[src/rtl/audio_addr_sequencer.sv]
// Sample-address sequencer between the codec interface and the sample ROM.
// Waits for codec init, then steps Add through a latched [start..end] window once per CLK_DIV clocks.
module audio_addr_sequencer #(
  parameter int ADDR_W   = 17,
  parameter int CLK_DIV  = 126,
  parameter int AUTO_RUN = 0,
  parameter int END_DEF  = 46094
) (
  input  logic              Clk,
  input  logic              Reset,
  input  logic              INIT_FINISH,
  input  logic              data_over,
  input  logic              play,
  input  logic              stop,
  input  logic              pause,
  input  logic              loop,
  input  logic [ADDR_W-1:0] start_addr,
  input  logic [ADDR_W-1:0] end_addr,
  output logic              INIT,
  output logic [ADDR_W-1:0] Add,
  output logic              busy,
  output logic              done
);

  localparam int DIV_W = (CLK_DIV > 1) ? $clog2(CLK_DIV) : 1;
  localparam logic [DIV_W-1:0]  DIV_MAX   = DIV_W'(CLK_DIV - 1);
  localparam logic [ADDR_W-1:0] END_DEF_A = ADDR_W'(END_DEF);

  typedef enum logic [1:0] {S_WAIT_INIT, S_IDLE, S_RUN, S_PAUSE} state_e;

  state_e              state_q, state_d;
  logic [ADDR_W-1:0]   add_q, add_d;
  logic [ADDR_W-1:0]   start_q, start_d;
  logic [ADDR_W-1:0]   end_q, end_d;
  logic [DIV_W-1:0]    div_q, div_d;
  logic                loop_q, loop_d;
  logic                init_q, init_d;
  logic                done_q, done_d;
  logic                play_ok, tick, load;

  assign play_ok = play && (start_addr <= end_addr);
  assign tick    = (div_q == DIV_MAX);

  always_comb begin
    state_d = state_q;
    add_d   = add_q;
    start_d = start_q;
    end_d   = end_q;
    div_d   = div_q;
    loop_d  = loop_q;
    init_d  = 1'b1;
    done_d  = 1'b0;
    load    = 1'b0;

    case (state_q)
      S_WAIT_INIT: begin
        if (INIT_FINISH) begin
          if (AUTO_RUN != 0) begin
            state_d = S_RUN;
            add_d   = '0;
            div_d   = '0;
            start_d = '0;
            end_d   = END_DEF_A;
            loop_d  = 1'b1;
          end else begin
            state_d = S_IDLE;
          end
        end
      end
      S_IDLE: begin
        // stop outranks play even when nothing is playing
        if (!stop && play_ok) load = 1'b1;
      end
      S_RUN, S_PAUSE: begin
        if (stop) begin
          state_d = S_IDLE;
          add_d   = start_q;
          div_d   = '0;
        end else if (play_ok) begin
          load = 1'b1;
        end else if (pause) begin
          state_d = S_PAUSE;
        end else begin
          // the release cycle out of PAUSE counts, so phase is preserved exactly
          state_d = S_RUN;
          if (tick) begin
            div_d = '0;
            if (data_over) begin
              if (add_q < end_q) begin
                add_d = add_q + 1'b1;
              end else begin
                done_d = 1'b1;
                add_d  = start_q;
                if (!loop_q) state_d = S_IDLE;
              end
            end
          end else begin
            div_d = div_q + 1'b1;
          end
        end
      end
      default: state_d = S_WAIT_INIT;
    endcase

    if (load) begin
      state_d = S_RUN;
      add_d   = start_addr;
      div_d   = '0;
      start_d = start_addr;
      end_d   = end_addr;
      loop_d  = loop;
    end
  end

  always_ff @(posedge Clk) begin
    if (Reset) begin
      state_q <= S_WAIT_INIT;
      add_q   <= '0;
      start_q <= '0;
      end_q   <= '0;
      div_q   <= '0;
      loop_q  <= 1'b0;
      init_q  <= 1'b0;
      done_q  <= 1'b0;
    end else begin
      state_q <= state_d;
      add_q   <= add_d;
      start_q <= start_d;
      end_q   <= end_d;
      div_q   <= div_d;
      loop_q  <= loop_d;
      init_q  <= init_d;
      done_q  <= done_d;
    end
  end

  assign INIT = init_q;
  assign Add  = add_q;
  assign busy = (state_q == S_RUN) || (state_q == S_PAUSE);
  assign done = done_q;

endmodule

[config.mk]
export PLATFORM = sky130hd
export DESIGN_NAME = audio_addr_sequencer
export DESIGN_NICKNAME = d
export VERILOG_FILES = /design/src/rtl/audio_addr_sequencer.sv
export SDC_FILE = /design/constraint.sdc
export NUM_CORES = 1
export LEC_CHECK = 0
export ABC_CLOCK_PERIOD_IN_PS = 3400
export CAP_MARGIN = 40
export CORE_MARGIN = 3
export CORE_UTILIZATION = 54
export DETAILED_ROUTE_END_ITERATION = 8
export PLACE_DENSITY = 0.84
export SLEW_MARGIN = 25
export SYNTH_ARGS = -nofsm -noshare
export SYNTH_HDL_FRONTEND = slang
export SYNTH_SLANG_ARGS = --single-unit
export TNS_END_PERCENT = 30
[constraint.sdc]
create_clock -name Clk -period 3.4 [get_ports Clk]
set_clock_uncertainty 0.1 [all_clocks]
set_input_delay 0.51 -clock Clk [delete_from_list [all_inputs] [get_ports Clk]]
set_output_delay 0.51 -clock Clk [all_outputs]
set_load 0.03 [all_outputs]
Word level (Yosys, flattened, before mapping) --
Cells that the tools add are included.
Operators by class: $lt $le $gt $ge 2, divide/modulo/power cells 0, equality and inequality tests 12, multipliers 0, muxes and demuxes 28, shifts and indexed selects 0, $add $sub $neg 2, bitwise operators 3, reduce and logical (&&, ||, !) cells 17
Operators by type and width (number):
- 17-bit 2-to-1 mux | 8
- 7-bit 2-to-1 mux | 4
- 2-bit 2-to-1 mux | 9
- 17-bit by 1-bit adder with 17-bit output (second input constant) | 1
- 17-bit less-or-equal comparator | 1
- 17-bit less-than comparator | 1
- 3-bit AND reduction | 3
- 3-bit nonzero test | 3
- 7-bit by 1-bit adder with 7-bit output (second input constant) | 1
- 7-bit equality test (second input constant) | 1
- 7-bit OR reduction | 1
- 2-bit != test (second input constant) | 3
- 3-bit by 2-bit != test with 1-bit output (second input constant) | 2
- 3-bit != test (second input constant) | 2
- 1-bit 2-to-1 mux | 5
- 5-bit AND reduction | 1
- 2-bit equality test (second input constant) | 2
- 4-bit != test (second input constant) | 1
- 2-bit case mux with 2 select lines | 1
- 2-bit nonzero test | 2
- 2-bit OR reduction | 2
- 1-bit inverter | 3
- 2-bit by 1-bit equality test with 1-bit output (second input constant) | 1
- 1-bit logical AND | 2
- other kinds (4) | 4
Storage, ports and cells: memories 0, bits in registers 63, latch bits 0, bits of input ports 42, output and inout bits 20, memory bits (writable) 0, bits in read-only memories 0

Longest topological paths before layout --
Gate-level depths: netlist (run 1).
depth in word-level cells 9, depth in mapped cells 10, mapped depth without buffers 9

Worst setup path before layout (run 1) --
OpenSTA, ideal clock, no wires.
path kind reg2reg, start register add_q[12] (netlist: Add[12]), end register add_q[10] (netlist: Add[10]), required time 3.178 ns, buffers on the path 1, cell stages (with the launch flop) 9, clock period less this slack 2.647 ns, arrival time 2.425 ns, library setup time 0.122 ns, path slack 0.753 ns, path through dfxtp_1 -> ha_1 -> a21oi_1 -> o21ai_0 -> a211oi_1 -> nand2_1 -> buf_2 -> mux2_2 -> a221o_1
On the way: longest elaborated chain between the ends 9
RTL lines:
- start, declared | RTL line 32 | logic [ADDR_W-1:0] add_q, add_d;
- start signal, assigned | RTL line 118 | add_q <= '0;
- start signal, assigned | RTL line 127 | add_q <= add_d;
- 17-bit less-than comparator | RTL line 89 | if (add_q < end_q) begin
- 17-bit 2-to-1 mux | RTL line 89
- 17-bit 2-to-1 mux | RTL line 88 | if (data_over) begin
- 17-bit 2-to-1 mux | RTL line 86 | if (tick) begin
- 17-bit 2-to-1 mux | RTL line 81 | end else if (pause) begin
- 17-bit 2-to-1 mux | RTL line 79 | end else if (play_ok) begin
- 17-bit 2-to-1 mux | RTL line 75 | if (stop) begin
- 17-bit 2-to-1 mux | RTL line 55 | case (state_q)
- 17-bit 2-to-1 mux | RTL line 105 | if (load) begin
Every way passes these cells. The select of a mux whose other input is x is not followed. A chain may end at the register's enable or synchronous reset.

Worst setup path after layout (run 1) --
start input port end_addr[14], end register add_q[1] (netlist: Add[1])
On the way: longest elaborated chain between the ends 7
RTL lines:
- start, declared | RTL line 18 | input logic [ADDR_W-1:0] end_addr,
- 17-bit less-or-equal comparator * | RTL line 41 | assign play_ok = play && (start_addr <= end_addr);
- 1-bit logical AND * | RTL line 41
- 1-bit 2-to-1 mux / 1-bit logical AND (equally long branches) | RTL line 79, 72
- 1-bit 2-to-1 mux (on tied branches) | RTL line 75, 72
- 1-bit case mux with 2 select lines | RTL line 55
- 3-bit by 2-bit != test with 1-bit output (no source line) (tied with other cells)
- 5-bit AND reduction (no source line)
Mark *: on every way between the ends. The rest lies on a longest branch, timed or not.

==> metrics.txt, run 1 <==
fraction of layout instances using a drive strength above 1=0.1128; synthesized cell area=0.003926 mm2; Final Cell Area=0.004875 mm2; FP Rows=30; Arrival @ worst endpoint=3.24 ns; final setup vio count=0; number of routed nets with antenna violations=0; XOR/XNOR Fraction of Synth Area=0.03346; clock sinks=63; leak pwr=1.921 nW; Mapped Nets=521; vias=3524; Max IR drop VDD=0.2352 mV; CP Buf/Inv Count=3; TritonCTS clock tree=built; gr busiest metal=met2; RSZ-0062 raised after global routing=false; placed inst area=0.004684 mm2; simple logic cell fraction of the synthesized area=0.1861; initial antenna violation count=0; R2R depth=9; Die Y=91.27 um; largest net degree at the start of global routing=36; crit start category=input pin; final hold viol count=0; Starting Density=0.5685; core area=0.006907 mm2; met1 Resource Use GR=0.3028; hold path start=div_q[4]; min Tclk post-route=3.114 ns; DR vias/cell=5.777; Max stage delay cell, worst path=clkdlybuf4s50_1; Post-synth EDFFs=0; num ports=62; global-route wire length before repair=16820 um; Post-Synth Adder-Cell Area=0.1147; largest family of logic cells by synthesized area=simple AND/OR/NAND/NOR gates; Final Cycle Share=0.9159; dpl hpwl=7508 um; total of max-cap violations=0; post-synthesis mux area share=0.1348; post_cts resized=0; Synth Register Bits=63; Clk Latency, worst-skew pair=0.35 ns; nets=588; maximum clock frequency=0.3211 GHz; ant diodes=0; pre-CTS setup slack=-0.09430 ns; max incr delay on CP=0.49 ns; pwr dens=356.5 mW/mm2; Max clock buf depth=2; Pins Over Slew Limit=0; clock buffer count from CTS=9; crit-path cells=clkdlybuf4s50_1, inv_1, ha_1, nand4_2, nor4_4, nand2_1, a2bb2oi_1, o21ai_0, o22ai_2, buf_4, a221o_1; drt wl/cell=16.56 um; cells after synthesis=443; crit path kind=input pin to register; clk slew on worst S/H paths=0.07 ns; Hold WC Path Type=register to register; final WL=10100 um; syn_area_per_cell=8.863 um2; Placer Congestion=0.8469; CP Depth=11; Compound-Gate Fraction of Synth Area=0.1523; Ys Warns=0; number of global-route vias before repair=3576; DR DRC count=0; Post-synth top flop=dfxtp_1; Detailed Route Iter0 Violations=229; met2 Use GR=0.4163; Port Buffer Count=61; die width=91.27 um; status=complete, no violations; Unique masters post-synth=52; register area share after synthesis=0.3212; critical path endpoint category=register; Critical Path RT=3.52 ns; All-Layer GR Usage=0.2508; Area Growth Syn to Fin=24.16%; ys async rst share=0; drt pass-1 iters=5; CP max FO=17; setup ws final=0.2860 ns; Critical path origin=end_addr[14]; setup bufs post-CTS=0; Root Driver=clkbuf_8; CP top delay family=simple AND/OR/NAND/NOR gates; DIE AREA=0.008330 mm2; Post-CTS Hold Fix Bufs=0; max_slew headroom=0.5451; CTS H-tree lvls=3; worst r2r src=end_q[16]; GR Util met3=0.05137; Worst-Margin Slew=0.6762 ns; hold path cells=2; grt total ovfl=0
-- cells in the final DEF, fill, tap and decap left out, types with 3 or more instances in the layout --
cell type / synthesis / routed
nand2_1: 24 / 24
buf_4: 1 / 11
clkdlybuf4s50_1: 0 / 61
nor2b_1: 5 / 5
xnor2_1: 8 / 8
nor2_1: 49 / 49
ha_1: 36 / 36
nand2b_1: 3 / 3
nor4_1: 3 / 3
inv_1: 40 / 40
o21ai_0: 15 / 15
nor3_1: 12 / 12
mux2i_1: 36 / 36
xor2_1: 7 / 7
a221o_1: 17 / 17
nand4_1: 7 / 7
nand3_1: 12 / 12
dfxtp_1: 63 / 63
mux2_2: 15 / 15
a21oi_1: 22 / 22
and2_1: 17 / 17
clkbuf_8: 0 / 12
-- worst min-delay path: stages, from the launching register on --
cell	delay, ns
dfxtp_1	0.32
o21ai_0	0.07
a21boi_1	0.06
-- stage by stage --
step	utilization	total power, mW	hold slack (ns)	std cells	TNS (ns)
final	0.7058	1.738	0.3983	610	0
after global routing	0.7058	1.814	0.4263	610	0
after CTS	0.7047	1.741	0.4015	609	0
after detailed placement	0.6783	1.133	0.3830	594	-1.094
after global placement	0.6783	1.122	0.3676	594	-0.1134
after floorplan	-	0.9930	0.3520	443	0
-- cells by family (layout without fill, tap and decap cells) --
kind of cell               Yosys count  after routing
buffers and inverters               57            128
muxes                               51             51
DFF                                 63             63
AOI/OAI and AO/OA                   77             77
xor gates and xnor gates            15             15
adders and majority gates           36             36
and+or+nand+nor                    144            144
-- report_power, final --
part | leakage (nW) | switching (mW) | internal (mW)
Combinational | 1.32 | 0.184 | 0.161
Clock | 0.0942 | 0.298 | 0.318
Sequential | 0.510 | 0.0205 | 0.756
Total | 1.92 | 0.503 | 1.23
-- layer usage --
layer | vias up | wire length [um]
met3 | 23 | 601
met2 | 140 | 4991
li1 | 1708 | -
met4 | 0 | 270
met1 | 1653 | 4236
met5 | - | 0
-- layout make-up --
class	instances	area (um2)
Clock buffer	12	165.2
Clock inverter	3	17.52
Fill cell	551	2032
Inverter	40	150.1
Multi-Input combinational cell	323	2447
Sequential cell	63	1261
Tap cell	96	120.1
Timing Repair Buffer	73	713.2
-- flip-flops by register name (all words and copies together), names as in the netlist --
| register | count |
|---|---|
| Add | 17 |
| state_q | 2 |
| div_q | 7 |
| end_q | 17 |
| loop_q | 1 |
| INIT | 1 |
| start_q | 17 |
| done | 1 |
-- path summary, 6_finish.rpt --
check                                 to  slack, ns
worst min-delay path            div_q[4]       0.40
worst min register to register  div_q[4]       0.40
worst max-delay path              Add[1]       0.29
worst max register to register   Add[16]       0.51
-- synthesized netlist by cell type, types with 10 or more instances --
cell type  count  area (um2)
inv_1         40       150.1
mux2_2        15       168.9
mux2i_1       36       360.4
nand2_1       24       90.09
nor2_1        49       183.9
a21oi_1       22       110.1
and2_1        17       106.4
nor3_1        12       60.06
a221o_1       17       170.2
nand3_1       12       60.06
dfxtp_1       63        1261
ha_1          36       450.4
clkbuf_1      10       37.54
o21ai_0       15       75.07
No activity file was read; power rests on OpenSTA's default activity.
==> run 2, diff against run 1 <==
- CELL_PAD_IN_SITES_DETAIL_PLACEMENT: unset -> 1
- CELL_PAD_IN_SITES_GLOBAL_PLACEMENT: unset -> 1
- CORE_UTILIZATION: 54 -> 41
==> run 2 against run 1 <==
- critical path depth fell by 1
- fmax decreased by 0.31%
- largest power group unchanged
- worst hold slack got worse by 0.0014 ns
- die area rose by 29%
- clock power up 19%
- highest routed layer unchanged
- first-iteration DRC count is 57% lower
- clock-buffer cell count is 2 lower
- sequential share of layout area is 0.92 points lower
- via count is 2.9% higher
- critical endpoint unchanged
- sequential cell count unchanged
- wire length is 20% higher
==> metrics.txt, run 2 (synthesis results as in run 1) <==
post_cts resized=0 (unchanged); max incr delay on CP=0.50 ns (about the same); Arrival @ worst endpoint=3.31 ns (+0.07 ns); status=complete, no violations; largest net degree at the start of global routing=43 (+19%); FP Rows=35 (+17%); final setup vio count=0 (unchanged); DR DRC count=0 (unchanged); total of max-cap violations=0 (unchanged); crit-path cells=clkdlybuf4s50_1, inv_1, ha_1, nand4_2, nor4_4, a22oi_2, a41oi_4, nor2_1, a2111oi_0, a221o_1; Max IR drop VDD=0.1881 mV (-20%); critical path endpoint category=register; R2R depth=8 (-1); RSZ-0062 raised after global routing=false; leak pwr=1.988 nW (+3.5%); fraction of layout instances using a drive strength above 1=0.1312 (+0.01834); crit path kind=input pin to register; setup ws final=0.2764 ns (-0.009539 ns); total chip power=1.877 mW (+8.0%); Max clock buf depth=2 (unchanged); nets=599 (+1.9%); worst r2r src=Add[12]; clock sinks=63 (unchanged); Post-CTS Hold Fix Bufs=0 (unchanged); Area Growth Syn to Fin=28.71%; num ports=62 (unchanged); All-Layer GR Usage=0.2314 (-0.01935); Placer Congestion=0.8100 (-4.4%); pwr dens=371.3 mW/mm2 (+4.1%); initial antenna violation count=0 (unchanged); Critical path origin=end_addr[15]; maximum clock frequency=0.3201 GHz (-0.31%); CP top delay family=compound AO/OA/AOI/OAI gates; ant diodes=0 (unchanged); Switching Power=0.5380 mW (+6.9%); Max stage delay cell, worst path=clkdlybuf4s50_1; placed inst area=0.004841 mm2 (+3.3%); Port Buffer Count=61 (unchanged); register share of total power=0.414 (-0.033); Setup TNS=0 ns (unchanged); number of routed nets with antenna violations=0 (unchanged); CP Buf/Inv Count=2 (-1); Final Cycle Share=0.9187 (+0.002806); max_slew headroom=0.5879 (+0.04288); setup bufs post-CTS=0 (unchanged); core area=0.009284 mm2 (+34%); CP max FO=8 (-9); Pins Over Slew Limit=0 (unchanged); TritonCTS clock tree=built; dpl hpwl=8989 um (+20%); CP Depth=10 (-1); R2R Setup Slk=0.47 ns (-0.04 ns); vias=3626 (+2.9%); DIE AREA=0.01079 mm2 (+29%); grt total ovfl=0 (unchanged); Clk Latency, worst-skew pair=0.35 ns (about the same); die width=103.9 um (+14%); pre-CTS setup slack=-0.03247 ns (+0.06183 ns); hold path start=end_q[15]; Int Pwr=1.339 mW (+8.4%); Clk pwr share=0.389 (+0.035); Detailed Route Iter0 Violations=98 (-57%); Final Cell Area=0.005054 mm2 (+3.7%); Worst Setup EP=Add[1]; CTS H-tree lvls=3 (unchanged); clock buffer count from CTS=9 (unchanged); number of global-route vias before repair=4165 (+16%); Critical Path RT=3.59 ns (+0.07 ns); DR vias/cell=5.536 (-4.2%); R2R Path End=Add[11]; min Tclk post-route=3.124 ns (+0.009539 ns); Sw Ratio=0.2867 (-0.002786); Die Y=103.9 um (+14%); most common cell after layout, fill and taps aside=dfxtp_1; final hold viol count=0 (unchanged); drt pass-1 iters=4 (-1); clk slew on worst S/H paths=0.07 ns (about the same); Starting Density=0.4229 (-0.1456); Worst-Margin Slew=0.6025 ns (-0.07366 ns); Root Driver=clkbuf_8; global-route wire length before repair=20240 um (+20%); Hold WC Path Type=register to register; crit start category=input pin; final WL=12090 um (+20%); commonest non-fill, non-tap cells in the layout=63 x dfxtp_1, 61 x clkdlybuf4s50_1, 49 x nor2_1; combinational share of power=0.197 (-0.002); drt wl/cell=18.45 um (+11%)
==> run 2: cell types whose count changed in the layout (fill, tap and decap cells not counted) <==
cell,delta
buf_4,+9
clkinvlp_4,+1
bufinv_16,+2
clkbuf_1,+1
clkbuf_8,-3
buf_12,+2
==> run 2: worst min-delay path by stage <==
stage	end	slack (ns)	depth (start not counted)
2_1_floorplan	start_q[1]	0.35	2
3_5_place_dp	end_q[15]	0.38	2
4_1_cts	end_q[15]	0.40	2
3_3_place_gp	start_q[14]	0.37	2
6_report	end_q[15]	0.40	2
5_1_grt	end_q[0]	0.43	2
==> run 2: area by class of cell <==
type | instances | area [um2]
tap | 129 | 161.4
multi-input combinational | 323 | 2447
clock inverter | 6 | 85.08
fill | 1104 | 4230
timing repair buffer | 84 | 820.8
clock buffer | 10 | 127.6
inverter | 40 | 150.1
sequential | 63 | 1261
==> run 2: power by group through the flow <==
stage	combinational [mW]	sequential [mW]	clock, mW
after floorplan	0.192	0.801	0
after global placement	0.351	0.792	0
after detailed placement	0.366	0.794	0
after CTS	0.371	0.777	0.736
after global routing	0.403	0.779	0.773
final	0.369	0.777	0.730
==> run 2: metal layers <==
| metal | GRT usage | share of wire |
|---|---|---|
| met2 | 0.4220 | 0.51 |
| met3 | 0.05338 | 0.043 |
| met5 | 0 | 0 |
| met1 | 0.2502 | 0.41 |
| met4 | 0.1140 | 0.032 |
==> run 2: through the flow <==
step | hold slack, ns | util | instances
after detailed placement | 0.3824 | 0.5214 | 639
final | 0.3969 | 0.5443 | 655
after CTS | 0.4015 | 0.5443 | 655
after global routing | 0.4296 | 0.5443 | 655
after floorplan | 0.3520 | - | 443
after global placement | 0.3681 | 0.5206 | 638
==> run 2: worst reg2reg max path, cell delays in order (launching register included) <==
cell and delay [ns]:
dfxtp_1 0.46, ha_1 0.29, a21oi_1 0.21, o21ai_0 0.21
a211oi_1 0.47, nand2_1 0.19, buf_4 0.25, mux2_2 0.31
a221o_1 0.32
==> run 3, diff against run 2 <==
- CORE_UTILIZATION: 41 -> 48
- DONT_BUFFER_PORTS: unset -> 1
- PLACE_DENSITY: 0.84 -> 0.83
==> run 3 against run 2 <==
- first-iteration DRC count up 40%
- critical endpoint is now Add[9]
- register-to-register slack worse by 0.14 ns
- clock power shrank 9.3%
- largest power group unchanged
- cell area shrank 15%
==> metrics.txt, run 3 (synthesis results as in run 1) <==
clock buffer count from CTS=9 (unchanged); combinational share of power=0.156 (-0.041); Pins Over Slew Limit=0 (unchanged); max incr delay on CP=0.63 ns (+0.13 ns); Placer Congestion=0.8694 (+7.3%); RSZ-0062 raised after global routing=false; crit start category=register; Clk Latency, worst-skew pair=0.35 ns (about the same); R2R depth=8 (unchanged); critical path endpoint category=register; number of routed nets with antenna violations=0 (unchanged); CP Depth=8 (-2); commonest non-fill, non-tap cells in the layout=63 x dfxtp_1, 49 x nor2_1, 40 x inv_1; crit-path cells=ha_1, nand2_1, nor4_1, o31ai_2, nand2_1, buf_4, mux2_2, a221o_1; final hold slack=0.1158 ns (-0.2811 ns); Port Buffer Count=0 (-100%); R2R Setup Slk=0.33 ns (-0.14 ns); status=complete, no violations; number of global-route vias before repair=3671 (-12%); Worst-Margin Slew=0.6641 ns (+0.06156 ns); DR DRC count=0 (unchanged); ant diodes=0 (unchanged); pwr dens=396.5 mW/mm2 (+6.8%); cell mode on critical path=nand2_1; Max IR drop VDD=0.2038 mV (+8.3%); Final Cycle Share=0.9033 (-0.01539); register share of total power=0.456 (+0.042); Die Y=96.44 um (-7.1%); Starting Density=0.5003 (+0.07741); Critical path origin=Add[16]; Max clock buf depth=2 (unchanged); clk slew on worst S/H paths=0.07 ns (about the same); TritonCTS clock tree=built; CTS H-tree lvls=3 (unchanged); die width=96.44 um (-7.1%); CP max FO=16 (+8); All-Layer GR Usage=0.2579 (+0.02648); Arrival @ worst endpoint=3.21 ns (-0.10 ns); global-route wire length before repair=18220 um (-10%); initial antenna violation count=0 (unchanged); clock sinks=63 (unchanged); final setup vio count=0 (unchanged); Setup TNS=0 ns (unchanged); drt pass-1 iters=4 (unchanged); Detailed Route Iter0 Violations=137 (+40%); Clk pwr share=0.388 (about the same); FILL cells=953 (-14%); worst r2r src=Add[16]; core area=0.007848 mm2 (-15%); FP Rows=32 (-8.6%); most common cell after layout, fill and taps aside=dfxtp_1; crit path kind=register to register; Post-CTS Hold Fix Bufs=0 (unchanged); largest net degree at the start of global routing=45 (+4.7%); total of max-cap violations=0 (unchanged); setup bufs post-CTS=0 (unchanged); Hold WC Path Type=input pin to register; post_cts resized=0 (unchanged); DIE AREA=0.009301 mm2 (-14%); final WL=11400 um (-5.7%); Max stage delay cell, worst path=nor4_1; num ports=62 (unchanged); Area Growth Syn to Fin=9.656%; fraction of layout instances using a drive strength above 1=0.1329 (+0.001719); maximum clock frequency=0.3256 GHz (+1.7%); min Tclk post-route=3.071 ns (-0.05234 ns); Root Driver=clkbuf_8; dpl hpwl=8533 um (-5.1%); Switching Power=0.4830 mW (-10%); nets=532 (-11%); R2R Path End=Add[9]; final hold viol count=0 (unchanged); Sw Ratio=0.2829 (-0.003817); grt total ovfl=0 (unchanged); leak pwr=1.719 nW (-14%); vias=3320 (-8.4%); Critical Path RT=3.54 ns (-0.05 ns); Int Pwr=1.224 mW (-8.5%); Worst Setup EP=Add[9]; max_slew headroom=0.5532 (-0.03474); drt wl/cell=20.32 um (+10%); DR vias/cell=5.918 (+6.9%); CP Buf/Inv Count=1 (-1); CP top delay family=simple AND/OR/NAND/NOR gates
## run 3: cell count changes in the layout (fill, tap and decap cells not counted), sizes merged
cell,delta
bufinv,-1
clkinvlp,-1
clkbuf,+3
buf,-6
clkinv,-1
clkdlybuf4s50,-61
## run 3: stage by stage
stage	utilization	area [um2]	std cells	setup WS, ns	total power, mW
3_3_place_gp	0.5242	4114	545	0.4889	1.044
4_1_cts	0.5486	4305	561	0.3681	1.721
2_1_floorplan	-	3926	443	0.7531	0.9930
5_1_grt	0.5486	4305	561	0.2461	1.779
6_report	0.5486	4305	561	0.3288	1.707
3_5_place_dp	0.5242	4114	545	0.3604	1.058
## run 3: routing by layer
metal	GRT usage	share of wire	vias to the layer above
met5	0	0	-
met4	0.09112	0.023	0
met2	0.4615	0.51	84
li1	-	-	1590
met1	0.2906	0.40	1623
met3	0.07436	0.068	23
## run 3: worst min path at each step
stage                          start    endpoint  slack [ns]  depth (start not counted)
after floorplan           start_q[1]  start_q[1]        0.35                          2
after global placement    start_q[5]  start_q[5]        0.37                          2
after detailed placement  start_q[5]  start_q[5]        0.39                          2
after CTS                      Reset      loop_q        0.10                          1
after global routing           Reset   end_q[15]        0.10                          1
final                          Reset   end_q[15]        0.12                          1
## run 3: final cells by class
type                       count  area (um2)  area share
tap                          102       127.6     0.02964
inverter                      40       150.1     0.03487
clock buffer                  13       148.9     0.03458
timing repair buffer          17       127.6     0.02964
multi-input combinational    323        2447      0.5684
clock inverter                 3       42.54    0.009881
sequential                    63        1261      0.2929
## run 3: power by group through the flow
stage | registers, mW | logic [mW] | clock network (mW)
after floorplan | 0.801 | 0.192 | 0
after global placement | 0.794 | 0.250 | 0
after detailed placement | 0.795 | 0.263 | 0
after CTS | 0.778 | 0.267 | 0.676
after global routing | 0.781 | 0.294 | 0.705
final | 0.778 | 0.267 | 0.662
